### src/rtl/if_stage_if.sv
// Fetch-stage bus: control/redirect inputs, ROM port and IF/ID outputs grouped together.
// The slave side is the fetch stage; the master side is the surrounding pipeline and ROM.
interface if_stage_if #(
  parameter int ADDR_WIDTH = 32,
  parameter int DATA_WIDTH = 32
);
  logic                  stall;
  logic                  branch_flag;
  logic [ADDR_WIDTH-1:0] branch_target;
  logic                  flush;
  logic [ADDR_WIDTH-1:0] flush_target;
  logic                  rom_chip_enable;
  logic [ADDR_WIDTH-1:0] rom_addr;
  logic [DATA_WIDTH-1:0] rom_data;
  logic [ADDR_WIDTH-1:0] id_pc;
  logic [DATA_WIDTH-1:0] id_instruction;
  logic                  id_valid;

  modport slave (
    input  stall, branch_flag, branch_target, flush, flush_target, rom_data,
    output rom_chip_enable, rom_addr, id_pc, id_instruction, id_valid
  );

  modport master (
    output stall, branch_flag, branch_target, flush, flush_target, rom_data,
    input  rom_chip_enable, rom_addr, id_pc, id_instruction, id_valid
  );
endinterface

### src/rtl/if_stage.sv
// MIPS instruction-fetch stage: owns the PC, drives the instruction ROM and fills IF/ID.
// One HOLD cycle after reset, then FETCH forever with flush > stall > branch > sequential.
module if_stage #(
  parameter int                    ADDR_WIDTH = 32,
  parameter int                    DATA_WIDTH = 32,
  parameter logic [ADDR_WIDTH-1:0] RESET_PC   = '0
) (
  input  logic        clock,
  input  logic        reset_n,
  if_stage_if.slave   bus
);

  typedef enum logic {
    HOLD  = 1'b0,
    FETCH = 1'b1
  } state_t;

  localparam logic [ADDR_WIDTH-1:0] PC_STEP    = ADDR_WIDTH'(4);
  localparam logic [ADDR_WIDTH-1:0] ALIGN_MASK = ~ADDR_WIDTH'(3);

  state_t                state_q, state_d;
  logic [ADDR_WIDTH-1:0] pc_q, pc_d;
  logic                  ce_q, ce_d;
  logic [ADDR_WIDTH-1:0] id_pc_q, id_pc_d;
  logic [DATA_WIDTH-1:0] id_instr_q, id_instr_d;
  logic                  id_valid_q, id_valid_d;

  always_comb begin
    state_d    = state_q;
    pc_d       = pc_q;
    ce_d       = ce_q;
    id_pc_d    = id_pc_q;
    id_instr_d = id_instr_q;
    id_valid_d = id_valid_q;
    case (state_q)
      HOLD: begin
        state_d = FETCH;
        ce_d    = 1'b1;
      end
      FETCH: begin
        if (bus.flush) begin
          pc_d       = bus.flush_target & ALIGN_MASK;
          id_pc_d    = '0;
          id_instr_d = '0;
          id_valid_d = 1'b0;
        end else if (!bus.stall) begin
          // The word fetched alongside a taken branch is its delay slot and is kept.
          id_pc_d    = pc_q;
          id_instr_d = bus.rom_data;
          id_valid_d = 1'b1;
          pc_d       = bus.branch_flag ? (bus.branch_target & ALIGN_MASK) : (pc_q + PC_STEP);
        end
      end
      default: begin
        state_d = HOLD;
        ce_d    = 1'b0;
      end
    endcase
  end

  always_ff @(posedge clock or negedge reset_n) begin
    if (!reset_n) begin
      state_q    <= HOLD;
      pc_q       <= RESET_PC;
      ce_q       <= 1'b0;
      id_pc_q    <= '0;
      id_instr_q <= '0;
      id_valid_q <= 1'b0;
    end else begin
      state_q    <= state_d;
      pc_q       <= pc_d;
      ce_q       <= ce_d;
      id_pc_q    <= id_pc_d;
      id_instr_q <= id_instr_d;
      id_valid_q <= id_valid_d;
    end
  end

  assign bus.rom_addr        = pc_q;
  assign bus.rom_chip_enable = ce_q;
  assign bus.id_pc           = id_pc_q;
  assign bus.id_instruction  = id_instr_q;
  assign bus.id_valid        = id_valid_q;

endmodule

### src/flat_wrapper.sv
// flat-port wrapper written by rule: the top's interface ports become plain ports
module if_stage_flat 
#(
  parameter int                    ADDR_WIDTH = 32,
  parameter int                    DATA_WIDTH = 32,
  parameter logic [ADDR_WIDTH-1:0] RESET_PC   = '0
)
  (clock, reset_n, bus_stall, bus_branch_flag, bus_branch_target, bus_flush, bus_flush_target, bus_rom_data, bus_rom_chip_enable, bus_rom_addr, bus_id_pc, bus_id_instruction, bus_id_valid);
  if_stage_if #(.ADDR_WIDTH(ADDR_WIDTH), .DATA_WIDTH(DATA_WIDTH)) bus_i ();
  input  logic clock;
  input  logic reset_n;
  input wire logic [$bits(bus_i.stall)-1:0] bus_stall;
  input wire logic [$bits(bus_i.branch_flag)-1:0] bus_branch_flag;
  input wire logic [$bits(bus_i.branch_target)-1:0] bus_branch_target;
  input wire logic [$bits(bus_i.flush)-1:0] bus_flush;
  input wire logic [$bits(bus_i.flush_target)-1:0] bus_flush_target;
  input wire logic [$bits(bus_i.rom_data)-1:0] bus_rom_data;
  output wire logic [$bits(bus_i.rom_chip_enable)-1:0] bus_rom_chip_enable;
  output wire logic [$bits(bus_i.rom_addr)-1:0] bus_rom_addr;
  output wire logic [$bits(bus_i.id_pc)-1:0] bus_id_pc;
  output wire logic [$bits(bus_i.id_instruction)-1:0] bus_id_instruction;
  output wire logic [$bits(bus_i.id_valid)-1:0] bus_id_valid;
  assign bus_i.stall = bus_stall;
  assign bus_i.branch_flag = bus_branch_flag;
  assign bus_i.branch_target = bus_branch_target;
  assign bus_i.flush = bus_flush;
  assign bus_i.flush_target = bus_flush_target;
  assign bus_i.rom_data = bus_rom_data;
  assign bus_rom_chip_enable = bus_i.rom_chip_enable;
  assign bus_rom_addr = bus_i.rom_addr;
  assign bus_id_pc = bus_i.id_pc;
  assign bus_id_instruction = bus_i.id_instruction;
  assign bus_id_valid = bus_i.id_valid;
  if_stage #(.ADDR_WIDTH(ADDR_WIDTH), .DATA_WIDTH(DATA_WIDTH), .RESET_PC(RESET_PC)) u_core (.clock(clock), .reset_n(reset_n), .bus(bus_i));
endmodule
### config.mk
export PLATFORM = sky130hd
export DESIGN_NAME = if_stage_flat
export DESIGN_NICKNAME = d
export VERILOG_FILES = /design/src/rtl/if_stage_if.sv /design/src/rtl/if_stage.sv /design/src/flat_wrapper.sv
export SDC_FILE = /design/constraint.sdc
export NUM_CORES = 1
export LEC_CHECK = 0
export CAP_MARGIN = 20
export CORE_MARGIN = 2
export CORE_UTILIZATION = 39
export CTS_CLUSTER_DIAMETER = 150
export DETAILED_ROUTE_END_ITERATION = 10
export PLACE_DENSITY = 0.77
export SLEW_MARGIN = 20
export SYNTH_ARGS = -nofsm -noshare
export SYNTH_HDL_FRONTEND = slang
export SYNTH_SLANG_ARGS = --single-unit
### constraint.sdc
create_clock -name clock -period 2 [get_ports clock]
set_input_delay 0.2 -clock clock [delete_from_list [all_inputs] [get_ports clock]]
set_output_delay 0.2 -clock clock [all_outputs]
set_load 0.005 [all_outputs]
==> results of run 1 <==
[cell type report]
| class | count | area share |
|---|---|---|
| diodes | 1 | 0.000331 |
| clock buffers | 10 | 0.0303 |
| clock inverters | 6 | 0.00778 |
| inverters | 13 | 0.00646 |
| multi-input cells | 409 | 0.298 |
| flip-flops and latches | 96 | 0.318 |
| well taps | 168 | 0.0278 |
| repair buffers | 243 | 0.311 |
[repair_timing]
action,4_1_cts,5_1_grt
hold buffers,1,0
endpoints found under the hold margin,96,0
setup endpoints to repair,0,9
resized for setup,0,7
[routing by layer]
metal,routed length (um),up-vias
met3,1050,23
met2,7980,195
met1,6940,2386
met4,286,0
li1,-,2379
met5,0,-
[cells by family after synthesis]
logic type / Yosys count / share of synthesized area
AOI/OAI and AO/OA: 162 / 0.204
xor gates and xnor gates: 13 / 0.0235
adders and majority gates: 1 / 0.00258
buffers and inverters: 60 / 0.0506
DFF: 96 / 0.496
muxes: 6 / 0.0124
other: 2 / 0.00155
and+or+nand+nor: 224 / 0.210
[state kept, by name (all words and copies together), names as in the netlist]
register,cells
u_core.state_q,1
u_core.bus.id_valid,1
u_core.bus.id_pc,31
u_core.bus.rom_chip_enable,1
u_core.bus.rom_addr,30
u_core.bus.id_instruction,32
[power by group]
group,internal [mW],total [mW],switching [mW]
Sequential,2.18,2.35,0.177
Combinational,0.897,1.58,0.684
Clock,0.966,1.71,0.749
Total,4.04,5.65,1.61
[worst reg2reg max path, delay by kind of cell (launching register included)]
kind / cells / cell delay (ns)
compound gates: 1 / 0.10
simple gates: 3 / 1.13
flops: 1 / 0.37
xor+xnor: 1 / 0.17
[cell usage after synthesis (5+ instances only)]
master,count
a21oi_1,30
a22oi_1,7
and3_1,7
clkbuf_1,38
dfrtp_1,96
inv_1,13
mux2i_1,6
nand2_1,133
nand3_1,14
nand4_1,5
nor2_1,33
nor4_1,8
o21ai_0,73
o22ai_1,6
o31ai_1,9
xnor2_1,9
[through the flow]
| stage | setup slack (ns) | total power, mW | area (sq um) | hold WS (ns) |
|---|---|---|---|---|
| finish | 0.101 | 5.65 | 7560 | 0.341 |
| global placement | 0.0421 | 3.92 | 7220 | 0.291 |
| CTS | 0.00330 | 5.69 | 7520 | 0.331 |
| floorplan | 0.0328 | 2.91 | 4850 | -0.0956 |
| global route | 0.0137 | 5.93 | 7560 | 0.395 |
| detailed placement | 0.0164 | 3.97 | 7220 | 0.302 |
[how the worst max path moves through the flow]
stage	start	to	slack [ns]	cells past startpoint
5_1_grt	u_core.bus.rom_addr[10]$_DFFE_PN0P_	u_core.bus.rom_addr[27]$_DFFE_PN0P_	0.01	5
2_1_floorplan	u_core.bus.rom_addr[10]$_DFFE_PN0P_	u_core.bus.rom_addr[31]$_DFFE_PN0P_	0.03	6
3_5_place_dp	u_core.bus.rom_addr[3]$_DFFE_PN0P_	u_core.bus.rom_addr[28]$_DFFE_PN0P_	0.02	6
3_3_place_gp	u_core.bus.rom_addr[2]$_DFFE_PN0P_	u_core.bus.rom_addr[28]$_DFFE_PN0P_	0.04	6
6_report	u_core.bus.rom_addr[10]$_DFFE_PN0P_	u_core.bus.rom_addr[29]$_DFFE_PN0P_	0.10	5
4_1_cts	u_core.bus.rom_addr[3]$_DFFE_PN0P_	u_core.bus.rom_addr[28]$_DFFE_PN0P_	0.003	6
==> impl_metrics.yaml, run 1 <==
sta:
  skew_ns: 0.00593
  worst_slew_pin_slew_ns: 0.531
  final-hold-violation-count: 0
  fin_crit_ns: 1.90
  final.setup.tns_ns: 0
  fin_crit_sh: 0.950
  maxSlewViolCount: 0
  setup_viol: 0
  rsz0062_at_grt: "no"
  fmax_mhz: 526
  max-slew-margin-rel: 0.646
layout:
  area_growth_pct: 55.9
  seq_area_sq_um: 2400
  post-route-util: 0.626
  final_cell_mix: "clkdlybuf4s50_1 (190), nand2_1 (132), dfrtp_1 (96)"
  drive_gt1_frac: 0.111
  multi_input_area_sq_um: 2250
  instances_no_fill: 946
  layout.nets: 874
  num-fill-cells: 1067
  final_common_cell: "clkdlybuf4s50_1"
logic_synthesis:
  synth_edf_count: 0
  synth_seq_cells: 96
  synthTopCellsByArea: "dfrtp_1 (50%), nand2_1 (10%), o21ai_0 (7.5%), a21oi_1 (3.1%), clkbuf_1 (2.9%)"
  yosysTopAreaCellShare: 0.496
  syn_avg_cell_area_sq_um: 8.59
  yosys_warnings: 0
  synthArstFlopShare: 1.00
  ys_seq_area_frac: 0.496
  yosysTopAreaCell: "dfrtp_1"
  synthCells: 564
  synth_area_sq_um: 4850
  synth_cell_types: 58
  ys.flop_type: "dfrtp_1"
clock_tree:
  cts_buffer_depth: 2
  numCtsBuffers: 9
  clockRootBuffer: "clkbuf_16"
  cts_max_level: 3
  path_clk_slew_ns: 0.07
  clock_latency_ns: 0.35
  cts_setup_buffers: 0
  cts_tree: "built"
  cts.sinks: 96
floorplan:
  core_area_sq_um: 12100
  die_x_um: 115
  die_area_sq_um: 13300
  start_util: 0.402
  row_count: 40
  io_pins: 199
  die_h_um: 115
global_routing:
  grt.busiest_layer: "met2"
  overflow: 0
  grt_first_pass_wirelength_um: 25800
  grt_pass1_vias: 5004
  grt_use_met3: 0.0476
  antenna_found_initial: 1
  grt_use_total: 0.249
  grt_max_degree: 97
  global_route.usage.met1: 0.332
  gr-usage-met2: 0.412
detailed_routing:
  wl_per_cell_um: 17.2
  vias: 4983
  firstDrtPassIters: 5
  wl_um: 16300
  first_iter_violations: 372
  drc: 0
  vias_per_cell: 5.27
  ant_nets: 0
power:
  ir_worst_vdd_mv: 0.400
  p_per_area_nw_per_um2: 748
  leakage_nw: 3.20
critical_path:
  slowest_stage: "or4_4"
  critPathBufInv: 0
  rr_startpoint: "u_core.bus.rom_addr[10]$_DFFE_PN0P_"
  r2r_cells: 5
  critPathLaunchType: "flip-flop"
  arrival_ns: 2.12
  cp_top_family: "simple AND/OR/NAND/NOR gates"
  r2r_slack_ns: 0.10
  critical_path_class: "flip-flop to flip-flop"
  path_max_fanout: 7
  rr_endpoint: "u_core.bus.rom_addr[29]$_DFFE_PN0P_"
  cp.required_ns: 2.22
  crit_chain: "nand4_2 > or4_4 > nor4b_2 > xnor2_1 > o211ai_1"
  max_stage_delay_ns: 0.62
  end_kind: "flip-flop"
run:
  maxCapViolCount: 0
min_path:
  hp-class: "input port to flip-flop"
  min_path_cells: 4
  min_to: "u_core.bus.rom_addr[18]$_DFFE_PN0P_"
  min_from: "bus_flush"
placement:
  dp_cells: 928
  routabilityCongestion: 0.866
  port_buffers: 192
  dpl.hpwl_um: 12000
outcome:
  status: "completed"
No activity file was read; power rests on OpenSTA's default activity.
==> inputs of run 2 (changes only) <==
--- a/config.mk
+++ b/config.mk
@@ -6,6 +6,7 @@
 export NUM_CORES = 1
 export LEC_CHECK = 0
 export CAP_MARGIN = 20
+export CORE_ASPECT_RATIO = 1.25
 export CORE_MARGIN = 2
 export CORE_UTILIZATION = 39
 export CTS_CLUSTER_DIAMETER = 150
==> run 2 against run 1 <==
- core utilization fell by 0.91 points
- fmax rose by 0.15%
- power fell by 1.7%
- non-clock buffer count fell by 5
- critical path type unchanged
- critical endpoint is now u_core.bus.rom_addr[31]$_DFFE_PN0P_
- largest cell class unchanged
- largest power group unchanged
==> impl_metrics.yaml, run 2 (synthesis results as in run 1) <==
min_path:
  min_from: "bus_flush"
  min_path_cells: 3
  min_to: "u_core.bus.rom_addr[21]$_DFFE_PN0P_"
  hp-class: "input port to flip-flop"
detailed_routing:
  vias_per_cell: 5.34
  wl_met3_um: 1080
  firstDrtPassIters: 5
  vias: 4997
  wl_um: 15800
  dr_wl_met2_um: 7710
  ant_nets: 0
  routedLengthMet1_um: 6500
  wl_per_cell_um: 16.9
  first_iter_violations: 309
  top_layer: "met4"
  drc: 0
critical_path:
  slowest_stage: "or4_4"
  cp.required_ns: 2.26
  end_kind: "flip-flop"
  critical_path_class: "flip-flop to flip-flop"
  critPathLaunchType: "flip-flop"
  max_stage_delay_ns: 0.59
  r2r_slack_ns: 0.10
  path_max_fanout: 7
  crit_chain: "nand4_2 > or4_4 > nor4_4 > a211oi_1 > a211oi_2"
  arrival_ns: 2.16
  r2r_cells: 5
  rr_startpoint: "u_core.bus.rom_addr[11]$_DFFE_PN0P_"
  rr_endpoint: "u_core.bus.rom_addr[31]$_DFFE_PN0P_"
clock_tree:
  cts.sinks: 96
  numCtsBuffers: 9
  cts_max_level: 3
  path_clk_slew_ns: 0.07
  clock_latency_ns: 0.35
  clockRootBuffer: "clkbuf_16"
  cts_tree: "built"
  cts_buffer_depth: 2
layout:
  num-fill-cells: 1049
  final_common_cell: "clkdlybuf4s50_1"
  final_cell_mix: "clkdlybuf4s50_1 (190), nand2_1 (132), dfrtp_1 (96)"
  fin_area_sq_um: 7510
  post-route-util: 0.617
  largest_reg_flops: 32
  area_growth_pct: 54.9
  drive_gt1_frac: 0.109
  n_antenna_cell: 0
  layout.nets: 869
power:
  total_power_mw: 5.56
  p_int_mw: 3.95
  p_per_area_nw_per_um2: 740
  ir_worst_vdd_mv: 0.544
  power_frac_seq: 0.426
  power_frac_comb: 0.278
  p_switching_mw: 1.61
  clockPowerShare: 0.295
  swShare: 0.290
  leakage_nw: 3.16
sta:
  rsz0062_at_grt: "no"
  final-hold-violation-count: 0
  max-slew-margin-rel: 0.605
  skew_ns: 0.00663
  setup_slack_ns: 0.103
  whs_ns: 0.270
  fin_crit_ns: 1.90
  fmax_mhz: 527
  worst_slew_pin_slew_ns: 0.592
  maxSlewViolCount: 0
  setup_viol: 0
  fin_crit_sh: 0.948
global_routing:
  grt_max_degree: 89
  grt_first_pass_wirelength_um: 25100
  antenna_found_initial: 0
  grt_use_total: 0.237
  grt_pass1_vias: 4837
  overflow: 0
run:
  maxCapViolCount: 0
floorplan:
  start_util: 0.399
  die_x_um: 104
  io_pins: 199
  die_h_um: 129
  core_area_sq_um: 12200
  die_area_sq_um: 13300
  row_count: 45
placement:
  place_area_sq_um: 7180
  port_buffers: 192
  place_ws_ns: -0.0155
  routabilityCongestion: 0.900
  dpl.hpwl_um: 11700
outcome:
  status: "completed"
run 2: critical path: cells and delay by family (launching register included):
| kind | cells | cell delay, ns |
|---|---|---|
| AO/OA/AOI/OAI | 2 | 0.36 |
| flip-flops | 1 | 0.37 |
| AND/OR/NAND/NOR | 3 | 1.07 |
run 2: what timing repair did:
item | CTS | global route
hold endpoints to repair | 41 | 0
pin swaps | 0 | 1
gates resized for setup | 1 | 8
buffers inserted | 0 | 0
cloned | 0 | 0
setup endpoints to repair | 1 | 11
hold buffers | 1 | 0
run 2: metal layers:
| metal | track usage | vias to the layer above |
|---|---|---|
| li1 | - | 2366 |
| met1 | 0.302 | 2367 |
| met2 | 0.397 | 226 |
| met3 | 0.0426 | 38 |
| met4 | 0.108 | 0 |
| met5 | 0 | - |
run 2: layout make-up:
type | instances | area (sq um) | area share
Sequential cell | 96 | 2400 | 0.320
Timing Repair Buffer | 238 | 2310 | 0.308
Multi-Input combinational cell | 409 | 2260 | 0.301
Clock buffer | 10 | 239 | 0.0318
Tap cell | 164 | 205 | 0.0273
Inverter | 13 | 48.8 | 0.00650
Clock inverter | 6 | 42.5 | 0.00567
run 2: how the worst max path moves through the flow:
stage / from / endpoint / cells past startpoint
CTS: u_core.bus.rom_addr[11]$_DFFE_PN0P_ / u_core.bus.rom_addr[31]$_DFFE_PN0P_ / 5
floorplan: u_core.bus.rom_addr[10]$_DFFE_PN0P_ / u_core.bus.rom_addr[31]$_DFFE_PN0P_ / 6
finish: u_core.bus.rom_addr[11]$_DFFE_PN0P_ / u_core.bus.rom_addr[31]$_DFFE_PN0P_ / 5
detailed placement: bus_stall / u_core.bus.rom_addr[16]$_DFFE_PN0P_ / 5
global route: u_core.bus.rom_addr[16]$_DFFE_PN0P_ / u_core.bus.rom_addr[27]$_DFFE_PN0P_ / 5
global placement: u_core.bus.rom_addr[2]$_DFFE_PN0P_ / u_core.bus.rom_addr[28]$_DFFE_PN0P_ / 6
run 2: stage by stage:
step | setup TNS, ns | std cells
floorplan | 0 | 565
global placement | 0 | 919
detailed placement | -0.0249 | 919
CTS | 0 | 936
global route | 0 | 936
finish | 0 | 936
run 2: power by group through the flow:
stage | combinational [mW] | clock (mW) | sequential, mW
4_1_cts | 1.55 | 1.68 | 2.37
3_3_place_gp | 1.51 | 0 | 2.39
2_1_floorplan | 0.495 | 0 | 2.42
3_5_place_dp | 1.54 | 0 | 2.40
6_report | 1.55 | 1.64 | 2.37
5_1_grt | 1.67 | 1.75 | 2.40
